**src/rtl/cv32e40p_apu_wb_buffer.sv**
```systemverilog
// Write-back buffer between the APU response channel and register-file port B.
// Captures every non-back-pressurable APU response, retires in order, and flags RAW/WAW hazards.
module cv32e40p_apu_wb_buffer #(
    parameter int unsigned DEPTH           = 3,
    parameter int unsigned DATA_WIDTH      = 32,
    parameter int unsigned FLAGS_WIDTH     = 5,
    parameter bit          OVERFLOW_ASSERT = 1'b1
) (
    input  logic                   clk_i,
    input  logic                   rst_ni,
    input  logic                   setback_i,
    input  logic                   is_decoding_i,
    input  logic                   apu_rvalid_i,
    input  logic [DATA_WIDTH-1:0]  apu_result_i,
    input  logic [FLAGS_WIDTH-1:0] apu_flags_i,
    input  logic [5:0]             apu_waddr_i,
    input  logic                   wb_port_busy_i,
    output logic                   regfile_we_o,
    output logic [5:0]             regfile_waddr_o,
    output logic [DATA_WIDTH-1:0]  regfile_wdata_o,
    output logic                   fflags_we_o,
    output logic [FLAGS_WIDTH-1:0] fflags_o,
    input  logic [2:0][5:0]        read_regs_i,
    input  logic [2:0]             read_regs_valid_i,
    output logic                   read_dep_o,
    input  logic [1:0][5:0]        write_regs_i,
    input  logic [1:0]             write_regs_valid_i,
    output logic                   write_dep_o,
    output logic                   empty_o,
    output logic                   full_o,
    output logic                   overflow_o
);

    localparam int unsigned PTR_W = $clog2(DEPTH);
    localparam int unsigned CNT_W = $clog2(DEPTH + 1);
    localparam logic [PTR_W-1:0] LAST_PTR  = PTR_W'(DEPTH - 1);
    localparam logic [CNT_W-1:0] DEPTH_CNT = CNT_W'(DEPTH);

    typedef struct packed {
        logic [5:0]             waddr;
        logic [DATA_WIDTH-1:0]  result;
        logic [FLAGS_WIDTH-1:0] flags;
    } entry_t;

    entry_t           entry_q [DEPTH];
    logic [DEPTH-1:0] valid_q;
    logic [PTR_W-1:0] rd_ptr_q;
    logic [PTR_W-1:0] wr_ptr_q;
    logic [CNT_W-1:0] count_q;
    logic             overflow_q;

    logic empty;
    logic full;
    logic pop;
    logic bypass;
    logic push;
    logic store;
    logic drop;
    logic read_hit;
    logic write_hit;

    // Non-power-of-two depth: pointers wrap explicitly instead of by overflow.
    function automatic logic [PTR_W-1:0] ptr_inc(input logic [PTR_W-1:0] ptr);
        return (ptr == LAST_PTR) ? '0 : ptr + PTR_W'(1);
    endfunction

    assign empty  = (count_q == '0);
    assign full   = (count_q == DEPTH_CNT);
    assign pop    = !empty && !wb_port_busy_i;
    assign bypass = empty && apu_rvalid_i && !wb_port_busy_i;
    assign push   = apu_rvalid_i && !bypass;
    assign store  = push && (!full || pop);
    assign drop   = push && full && !pop;

    assign empty_o    = empty;
    assign full_o     = full;
    assign overflow_o = overflow_q;

    always_comb begin
        regfile_we_o    = 1'b0;
        regfile_waddr_o = '0;
        regfile_wdata_o = '0;
        fflags_we_o     = 1'b0;
        fflags_o        = '0;
        if (pop) begin
            regfile_we_o    = 1'b1;
            regfile_waddr_o = entry_q[rd_ptr_q].waddr;
            regfile_wdata_o = entry_q[rd_ptr_q].result;
            fflags_we_o     = 1'b1;
            fflags_o        = entry_q[rd_ptr_q].flags;
        end else if (bypass) begin
            regfile_we_o    = 1'b1;
            regfile_waddr_o = apu_waddr_i;
            regfile_wdata_o = apu_result_i;
            fflags_we_o     = 1'b1;
            fflags_o        = apu_flags_i;
        end
    end

    // Hazard set: every valid entry (head included even while popping) plus a response being stored.
    always_comb begin
        read_hit  = 1'b0;
        write_hit = 1'b0;
        for (int r = 0; r < 3; r++) begin
            if (read_regs_valid_i[r]) begin
                for (int e = 0; e < int'(DEPTH); e++) begin
                    if (valid_q[e] && (entry_q[e].waddr == read_regs_i[r])) read_hit = 1'b1;
                end
                if (push && (apu_waddr_i == read_regs_i[r])) read_hit = 1'b1;
            end
        end
        for (int w = 0; w < 2; w++) begin
            if (write_regs_valid_i[w]) begin
                for (int e = 0; e < int'(DEPTH); e++) begin
                    if (valid_q[e] && (entry_q[e].waddr == write_regs_i[w])) write_hit = 1'b1;
                end
                if (push && (apu_waddr_i == write_regs_i[w])) write_hit = 1'b1;
            end
        end
    end

    assign read_dep_o  = is_decoding_i && read_hit;
    assign write_dep_o = is_decoding_i && write_hit;

    // NOTE: payload storage has no reset; valid_q alone decides whether an entry means anything.
    always_ff @(posedge clk_i) begin
        if (store) entry_q[wr_ptr_q] <= '{waddr: apu_waddr_i, result: apu_result_i, flags: apu_flags_i};
    end

    always_ff @(posedge clk_i or negedge rst_ni) begin
        if (!rst_ni) begin
            valid_q    <= '0;
            rd_ptr_q   <= '0;
            wr_ptr_q   <= '0;
            count_q    <= '0;
            overflow_q <= 1'b0;
        end else if (setback_i) begin
            valid_q    <= '0;
            rd_ptr_q   <= '0;
            wr_ptr_q   <= '0;
            count_q    <= '0;
            overflow_q <= 1'b0;
        end else begin
            if (pop) begin
                valid_q[rd_ptr_q] <= 1'b0;
                rd_ptr_q          <= ptr_inc(rd_ptr_q);
            end
            // NOTE: when full, push and pop hit the same slot; the later set must win over the clear.
            if (store) begin
                valid_q[wr_ptr_q] <= 1'b1;
                wr_ptr_q          <= ptr_inc(wr_ptr_q);
            end
            if (drop) overflow_q <= 1'b1;
            case ({store, pop})
                2'b10:   count_q <= count_q + CNT_W'(1);
                2'b01:   count_q <= count_q - CNT_W'(1);
                default: count_q <= count_q;
            endcase
        end
    end

    // A dropped response means the dispatcher let more than DEPTH results be outstanding.
    if (OVERFLOW_ASSERT) begin : g_overflow_check
        a_no_overflow : assert property (@(posedge clk_i) disable iff (!rst_ni) !(drop && !setback_i));
    end

endmodule

```
**config.mk**
```make
export PLATFORM = sky130hd
export DESIGN_NAME = cv32e40p_apu_wb_buffer
export DESIGN_NICKNAME = d
export VERILOG_FILES = /design/src/rtl/cv32e40p_apu_wb_buffer.sv
export SDC_FILE = /design/constraint.sdc
export NUM_CORES = 1
export LEC_CHECK = 0
export ABC_CLOCK_PERIOD_IN_PS = 6650
export CAP_MARGIN = 20
export CORE_ASPECT_RATIO = 1.2
export CORE_MARGIN = 1
export CORE_UTILIZATION = 40
export DETAILED_ROUTE_END_ITERATION = 10
export GPL_TIMING_DRIVEN = 1
export SETUP_SLACK_MARGIN = 0.4
export SKIP_LAST_GASP = 1
export SYNTH_ARGS = -nofsm -noshare
export SYNTH_HDL_FRONTEND = slang
export SYNTH_SLANG_ARGS = --single-unit
```
**constraint.sdc**
```tcl
create_clock -name clk_i -period 6.65 [get_ports clk_i]
set_clock_uncertainty 0.1 [all_clocks]
set_input_delay 1.33 -clock clk_i [delete_from_list [all_inputs] [get_ports clk_i]]
set_output_delay 1.33 -clock clk_i [all_outputs]
set_load 0.005 [all_outputs]
```
## Word-level counts from Yosys, hierarchy flattened

Memory sizes are Yosys's and may differ from the RTL's.
Index checks and enable logic that the tools add are counted.

| storage, ports and cells | value |
|---|---|
| flip-flop bits (word level) | 10 |
| RAM bits | 129 |
| logic and storage cells | 137 |
| memories kept | 1 |

Memories:

| name | words | width | rd ports | clocked after Yosys merged registers in | write ports | RTL line | source |
|---|---|---|---|---|---|---|---|
| entry_q | 3 | 43 | 4 | 0 | 1 | 45 | `entry_t entry_q [DEPTH];` |

| operators by class | value |
|---|---|
| add/sub/neg operators | 4 |
| $lt $le $gt $ge | 4 |
| equal/unequal tests | 25 |
| multiplexer cells | 53 |
| bitwise logic cells | 3 |
| reductions and logical operators | 42 |

Operator list:

| cell | number |
|---|---|
| $eq 6x6->1 | 20 |
| $mux 32 | 2 |
| $mux 1 | 33 |
| $logic_and 1x1->1 | 31 |
| $mux 2 | 7 |
| $mux 3 | 4 |
| $mux 6 | 2 |
| $mux 5 | 2 |
| $eq 2x2->1 const B | 4 |
| $add 2x1->2 const B | 3 |
| $lt 2x3->1 const B | 2 |
| $reduce_bool 2->1 | 3 |
| $logic_not 1->1 | 5 |
| $demux 1 s2 | 2 |
| $ge 2x1->1 const B | 2 |
| $pmux 2 s2 | 1 |
| $and 3x3->3 | 1 |
| $not 3->3 | 1 |
| $or 3x3->3 | 1 |
| $reduce_bool 3->1 | 1 |
| $eq 2x1->1 const B | 1 |
| $logic_not 2->1 | 1 |
| $sub 2x1->2 const B | 1 |
| $logic_or 1x1->1 | 1 |

## Logic depth before layout (Yosys ltp)

Gate-level depths: netlist of the first run.

| depth | value |
|---|---|
| word-level depth | 19 |
| gate-level depth with buffers | 7 |

## Worst setup path before layout of the first run

Ideal clock, no wire load.

| timing | value |
|---|---|
| path kind | input port to flip-flop |
| start point | input wb_port_busy_i |
| end point | memory entry_q[2][0] (netlist name), enable pin |
| arrival | 5.109 ns |
| required time | 6.042 ns |
| path slack | 0.932 ns |
| stages on the path | 4 |
| buffers on the path | 1 |
| cell sequence | buf_2 -> o31ai_4 -> a21o_1 -> nor3b_1 |

| between the ends | value |
|---|---|
| cells in the longest elaborated chain, start to end | 7 |
| elaborated cells on any way between the ends | 9 |

Ends and longest elaborated chain:

| item | RTL line | source |
|---|---|---|
| start, declared | 17 | `input logic wb_port_busy_i,` |
| $logic_not 1->1 (*) | 69, 70 |  |
| $logic_and 1x1->1 | 70 | `assign bypass = empty && apu_rvalid_i && !wb_port_busy_i;` |
| $logic_not 1->1 | 71 | `assign push = apu_rvalid_i && !bypass;` |
| $logic_and 1x1->1 | 71 |  |
| $logic_and 1x1->1 (*) | 72 | `assign store = push && (!full \|\| pop);` |
| $mux 1 (*) | 127 | `if (store) entry_q[wr_ptr_q] <= '{waddr: apu_waddr_i, result: apu_result_i, flags: apu_flags_i};` |
| $mux 1 (not written as such) (*) | 127 |  |
| end, declared | 45 |  |

Mark *: on every way between the ends. The rest lies on a longest branch, timed or not.

## Final worst setup path of the first run

| timing | value |
|---|---|
| start point | input wb_port_busy_i |
| end point | output regfile_wdata_o[10] |

| between the ends | value |
|---|---|
| cells in the longest elaborated chain, start to end | 4 |
| elaborated cells on any way between the ends | 5 |

Ends and longest elaborated chain:

| item | RTL line | source |
|---|---|---|
| $logic_not 1->1 (*) | 69, 70 |  |
| $logic_and 1x1->1 | 70 |  |
| $mux 32 | 91 | `end else if (bypass) begin` |
| $mux 32 (*) | 85 | `if (pop) begin` |
| end, declared | 20 | `output logic [DATA_WIDTH-1:0] regfile_wdata_o,` |

Marked as above.

==> results.sh, run 1 <==
export IMPL_outcome="finished, final reports clean"
export IMPL_clkTransAtPathRegs_ps=70
export IMPL_drive_gt1_share_pct=13.5
export IMPL_die_x_um=137
export IMPL_row_count=58
export IMPL_cts_hold_buf=0
export IMPL_nNetsFinal=728
export IMPL_max_cap_viol_count=0
export IMPL_synth_edf_count=172
export IMPL_die_h_um=164
export IMPL_gr_usage_all_layers_pct=19.7
export IMPL_syn_area_um2=8710
export IMPL_leakage_nw=3.42
export IMPL_routed_via_count=5128
export IMPL_async_reset_ff_share_pct=5.49
export IMPL_grt_max_degree=48
export IMPL_gp_congestion=0.934
export IMPL_dr_first_iter_drc_count=317
export IMPL_reg2reg_slack_ps=4010
export IMPL_antenna_cells=0
export IMPL_cts_setup_buffers=0
export IMPL_tns_ps=0
export IMPL_power_density_nw_per_um2=247
export IMPL_end_kind="output port"
export IMPL_cts_buffers=17
export IMPL_yosys_most_used_dff="edfxtp_1"
export IMPL_setup_viol=0
export IMPL_hold_viol_final=0
export IMPL_fin_crit_ps=5160
export IMPL_grt_overflow_total=0
export IMPL_yosysWarnings=0
export IMPL_dp_cells=895
export IMPL_port_buffers=133
export IMPL_critical_path_startpoint="wb_port_busy_i"
export IMPL_fmax_mhz=194
export IMPL_crit_arrival_ps=3730
export IMPL_antenna_found_initial=0
export IMPL_worst_path_max_delay_cell="clkdlybuf4s50_1"
export IMPL_layout_common_cells="edfxtp_1, clkdlybuf4s50_1, xnor2_1"
export IMPL_path_class="primary input to output port"
export IMPL_slew_violations=0
export IMPL_cts_resized=0
export IMPL_worst_pin_slew_ps=960
export IMPL_drc=0
export IMPL_synth_cells=543
export IMPL_fin_cells=927
export IMPL_hpwl_mm=13.2
export IMPL_clock_root_buffer="clkbuf_16"
export IMPL_netlist_cell_type_count=36
export IMPL_hold_depth=2
export IMPL_critPathMaxFanout=43
export IMPL_finalCritPeriodShare_pct=77.7
export IMPL_syn_area_per_cell_um2=16.0
export IMPL_synth_net_count=627
export IMPL_relSlewSlack_pct=36.0
export IMPL_min_from="overflow_o$_DFFE_PN0P_"
export IMPL_layout_commonest_cell="edfxtp_1"
export IMPL_ys_ff_latch=182
export IMPL_first_global_vias=5520
export IMPL_path_common_cell="clkdlybuf4s50_1"
export IMPL_hold_path_class="flip-flop to flip-flop"
export IMPL_clock_sinks=182
export IMPL_critPathMaxStageDelay_ps=650
export IMPL_die_area_um2=22400
export IMPL_worstSetupStartpointType="primary input"
export IMPL_clk_latency_ps=420
export IMPL_rr_worst_depth=5
export IMPL_coreArea_um2=21200
export IMPL_rsz0062_at_grt="false"
export IMPL_utilization_pct=50.9
export IMPL_fin_hold_ws_ps=436
export IMPL_grt_first_pass_wirelength_mm=32.0
export IMPL_viasPerCell=5.53
export IMPL_antenna_left=0
export IMPL_cts_tree="yes"
export IMPL_firstDrtPassIters=4
export IMPL_num_io_pins=134
export IMPL_r2r_start="count_q[0]$_DFFE_PN0P_"
export IMPL_required_ps=5220
export IMPL_design_power_total_mw=2.67
export IMPL_drt_wl_total_mm=20.8
export IMPL_path_cells="clkdlybuf4s50_1 > nor4b_4 > buf_4 > a22o_1 > clkdlybuf4s50_1"
export IMPL_synth_seq_area_share_pct=62.1
export IMPL_start_util_pct=41.1
export IMPL_vdd_drop_max_v=0.000159
export IMPL_htree_levels=4
export IMPL_r2r_end="entry_q[3][26]$_DFFE_PP_"
export IMPL_clk_path_buf_depth=2
export IMPL_area_growth_pct=23.8
export IMPL_min_to="overflow_o$_DFFE_PN0P_"
export IMPL_wl_per_cell_um=22.4
[kinds of logic after synthesis]
family | after synthesis | share of synthesized area, %
compound gates | 66 | 6.13
xor+xnor | 120 | 12.1
buf+inv | 62 | 3.81
flops | 182 | 62.1
mux | 43 | 11.2
simple gates | 70 | 4.70
[cells in the mapped netlist, types with 5 or more instances]
library cell / instances / area [um2]
buf_4: 6 / 45.0
edfxtp_1: 172 / 5160
xor2_1: 55 / 482
xnor2_1: 65 / 569
a22o_1: 43 / 377
mux4_2: 42 / 946
nor2_1: 10 / 37.5
clkbuf_1: 19 / 71.3
nor4_1: 18 / 113
nand4_1: 20 / 125
buf_6: 6 / 67.6
buf_2: 24 / 120
a21oi_1: 12 / 60.1
dfrtp_1: 10 / 250
o41ai_1: 5 / 43.8
nand2_1: 9 / 33.8
[area by class of cell]
class / instances / area, um2
timing repair buffer: 140 / 1410
fill: 1799 / 10400
sequential: 182 / 5420
clock buffer: 19 / 433
multi-input combinational: 299 / 2980
tap: 270 / 338
inverter: 4 / 15.0
clock inverter: 13 / 195
[registers in the layout, summed over array words and instances (netlist names)]
signal	cells
wr_ptr_q	2
overflow_o	1
entry_q	172
valid_q	3
count_q	2
rd_ptr_q	2
[metal layers]
layer	up-vias	global-route usage (%)	share of wire (%)
li1	2303	-	-
met1	2620	26.2	45
met2	175	32.2	49
met3	30	3.32	4.5
met4	0	7.17	1.6
met5	-	0	0
[per-stage QoR]
step / cell area (um2) / worst slack (ps)
global route: 10800 / 1370
finish: 10800 / 1490
global placement: 10100 / 1290
CTS: 10800 / 1490
floorplan: 8710 / 932
detailed placement: 10200 / 1500
[power by group]
part	internal, mW	switching [mW]
clock network	0.635	0.421
logic	0.163	0.131
registers	1.29	0.0296
total	2.09	0.582
[worst max-delay path by stage]
stage / to / slack (ps)
finish: regfile_wdata_o[10] / 1490
global route: regfile_wdata_o[8] / 1370
CTS: fflags_o[0] / 1490
detailed placement: fflags_o[0] / 1500
global placement: fflags_o[0] / 1290
floorplan: entry_q[2][0]$_DFFE_PP_ / 930
[worst max-delay path: cells and delay by family]
family / cells / cell delay (ps)
AO/OA/AOI/OAI: 1 / 290
buffers and inverters: 3 / 1690
AND/OR/NAND/NOR: 1 / 370
(Power assumes the default switching activity.)
==> run 2, diff against run 1 <==
--- a/config.mk
+++ b/config.mk
@@ -5,7 +5,7 @@
 export SDC_FILE = /design/constraint.sdc
 export NUM_CORES = 1
 export LEC_CHECK = 0
-export ABC_CLOCK_PERIOD_IN_PS = 6650
+export ABC_CLOCK_PERIOD_IN_PS = 4400
 export CAP_MARGIN = 20
 export CORE_ASPECT_RATIO = 1.2
 export CORE_MARGIN = 1
==> constraint.sdc (replaced) <==
create_clock -name clk_i -period 4.4 [get_ports clk_i]
set_clock_uncertainty 0.1 [all_clocks]
set_input_delay 0.88 -clock clk_i [delete_from_list [all_inputs] [get_ports clk_i]]
set_output_delay 0.88 -clock clk_i [all_outputs]
set_load 0.005 [all_outputs]
==> results.sh, run 2 (synthesis gave the netlist of run 1 again) <==
export IMPL_outcome="finished, final reports clean"
export IMPL_antenna_left=0
export IMPL_clkTransAtPathRegs_ps=60
export IMPL_gr_usage_all_layers_pct=20.3
export IMPL_wl_per_cell_um=23.3
export IMPL_crit_arrival_ps=2960
export IMPL_setup_ws_ps=457
export IMPL_slew_violations=0
export IMPL_place_ws_ps=285
export IMPL_rr_worst_depth=5
export IMPL_cts_hold_buf=0
export IMPL_finalCritPeriodShare_pct=89.6
export IMPL_worstSetupStartpointType="primary input"
export IMPL_r2r_start="count_q[0]$_DFFE_PN0P_"
export IMPL_reg2reg_slack_ps=1840
export IMPL_r2r_end="entry_q[0][33]$_DFFE_PP_"
export IMPL_die_x_um=137
export IMPL_placed_area_um2=10300
export IMPL_drive_gt1_share_pct=15.7
export IMPL_drt_wl_total_mm=21.9
export IMPL_critPathMaxFanout=6
export IMPL_firstDrtPassIters=4
export IMPL_dr_first_iter_drc_count=328
export IMPL_viasPerCell=5.57
export IMPL_coreArea_um2=21200
export IMPL_tns_ps=0
export IMPL_setup_viol=0
export IMPL_die_area_um2=22400
export IMPL_min_from="overflow_o$_DFFE_PN0P_"
export IMPL_cts_tree="yes"
export IMPL_layout_commonest_cell="edfxtp_1"
export IMPL_row_count=58
export IMPL_clock_root_buffer="clkbuf_16"
export IMPL_first_global_vias=5594
export IMPL_clock_sinks=182
export IMPL_gp_congestion=0.844
export IMPL_clk_path_buf_depth=2
export IMPL_top_register="entry_q"
export IMPL_layout_common_cells="edfxtp_1, clkdlybuf4s50_1, xnor2_1"
export IMPL_vdd_drop_max_v=0.000254
export IMPL_routed_via_count=5234
export IMPL_grt_overflow_total=0
export IMPL_nNetsFinal=740
export IMPL_hold_path_class="flip-flop to flip-flop"
export IMPL_die_h_um=164
export IMPL_end_kind="output port"
export IMPL_antenna_found_initial=0
export IMPL_htree_levels=4
export IMPL_max_cap_viol_count=0
export IMPL_reg_largest_list="entry_q x172, valid_q x3"
export IMPL_cts_buffers=17
export IMPL_design_power_total_mw=3.91
export IMPL_drc=0
export IMPL_port_buffers=133
export IMPL_path_class="primary input to output port"
export IMPL_required_ps=3420
export IMPL_antenna_cells=0
export IMPL_grt_max_degree=45
export IMPL_rsz0062_at_grt="true"
export IMPL_start_util_pct=41.1
export IMPL_min_to="overflow_o$_DFFE_PN0P_"
export IMPL_fin_crit_ps=3940
export IMPL_hold_depth=2
export IMPL_worst_pin_slew_ps=774
export IMPL_power_density_nw_per_um2=358
export IMPL_area_growth_pct=25.3
export IMPL_hold_viol_final=0
export IMPL_finalInstanceArea_um2=10900
export IMPL_hpwl_mm=13.7
export IMPL_relSlewSlack_pct=48.4
export IMPL_grt_first_pass_wirelength_mm=32.9
export IMPL_num_io_pins=134
export IMPL_fmax_mhz=254
export IMPL_leakage_nw=3.53
export IMPL_clk_latency_ps=420
export IMPL_largest_reg_flops=172
run 2: cell types whose count changed in the layout (fill, tap and decap cells not counted), sizes merged:
cell	change
clkinv	+2
dlymetal6s2s	+3
inv	+4
buf	+11
clkdlybuf4s50	-13
dlygate4sd2	+10
clkinvlp	-1
clkbuf	-1
bufinv	-3
run 2: critical path, cell delays in order:
cell	delay (ps)
clkdlybuf4s50_1	460
o31ai_4	440
nor4_1	120
o41ai_1	460
a31oi_1	150
clkdlybuf4s50_1	460
run 2: through the flow:
step	hold slack, ps	util (%)	instances
finish	421	51.5	939
floorplan	386	-	543
CTS	434	51.1	935
global placement	386	48.5	903
global route	443	51.5	939
detailed placement	419	48.5	903
run 2: layout make-up:
class | count | area [um2]
Clock buffer | 17 | 425
Sequential cell | 182 | 5420
Tap cell | 270 | 338
Inverter | 4 | 15.0
Fill cell | 1802 | 10300
Multi-Input combinational cell | 299 | 3010
Timing Repair Buffer | 152 | 1570
Clock inverter | 15 | 145
run 2: per-layer routing:
| metal | share of wire (%) | GRT usage, % | up-vias |
|---|---|---|---|
| met4 | 1.6 | 6.82 | 0 |
| met2 | 50 | 34.4 | 157 |
| met3 | 4.9 | 4.41 | 27 |
| met5 | 0 | 0 | - |
| met1 | 43 | 25.5 | 2713 |
| li1 | - | - | 2337 |
run 2: where the power goes:
part / switching (mW) / internal [mW] / total (mW)
Combinational: 0.212 / 0.255 / 0.467
Sequential: 0.0407 / 1.95 / 1.99
Clock: 0.663 / 0.794 / 1.46
run 2: repair_timing:
item,in CTS,in global routing
cloned,0,1
setup endpoints to repair,2,4
buffers inserted,0,3
gates resized for setup,10,7
pin swaps,1,2
run 2: worst max-delay path by stage:
stage / to / slack [ps] / start / depth (start not counted)
after global routing: read_dep_o / 370 / wb_port_busy_i / 6
after floorplan: entry_q[2][0]$_DFFE_PP_ / 680 / wb_port_busy_i / 4
after detailed placement: read_dep_o / 280 / apu_waddr_i[3] / 6
after global placement: read_dep_o / 290 / apu_waddr_i[3] / 7
final: read_dep_o / 460 / wb_port_busy_i / 6
after CTS: write_dep_o / 420 / write_regs_i[4] / 7
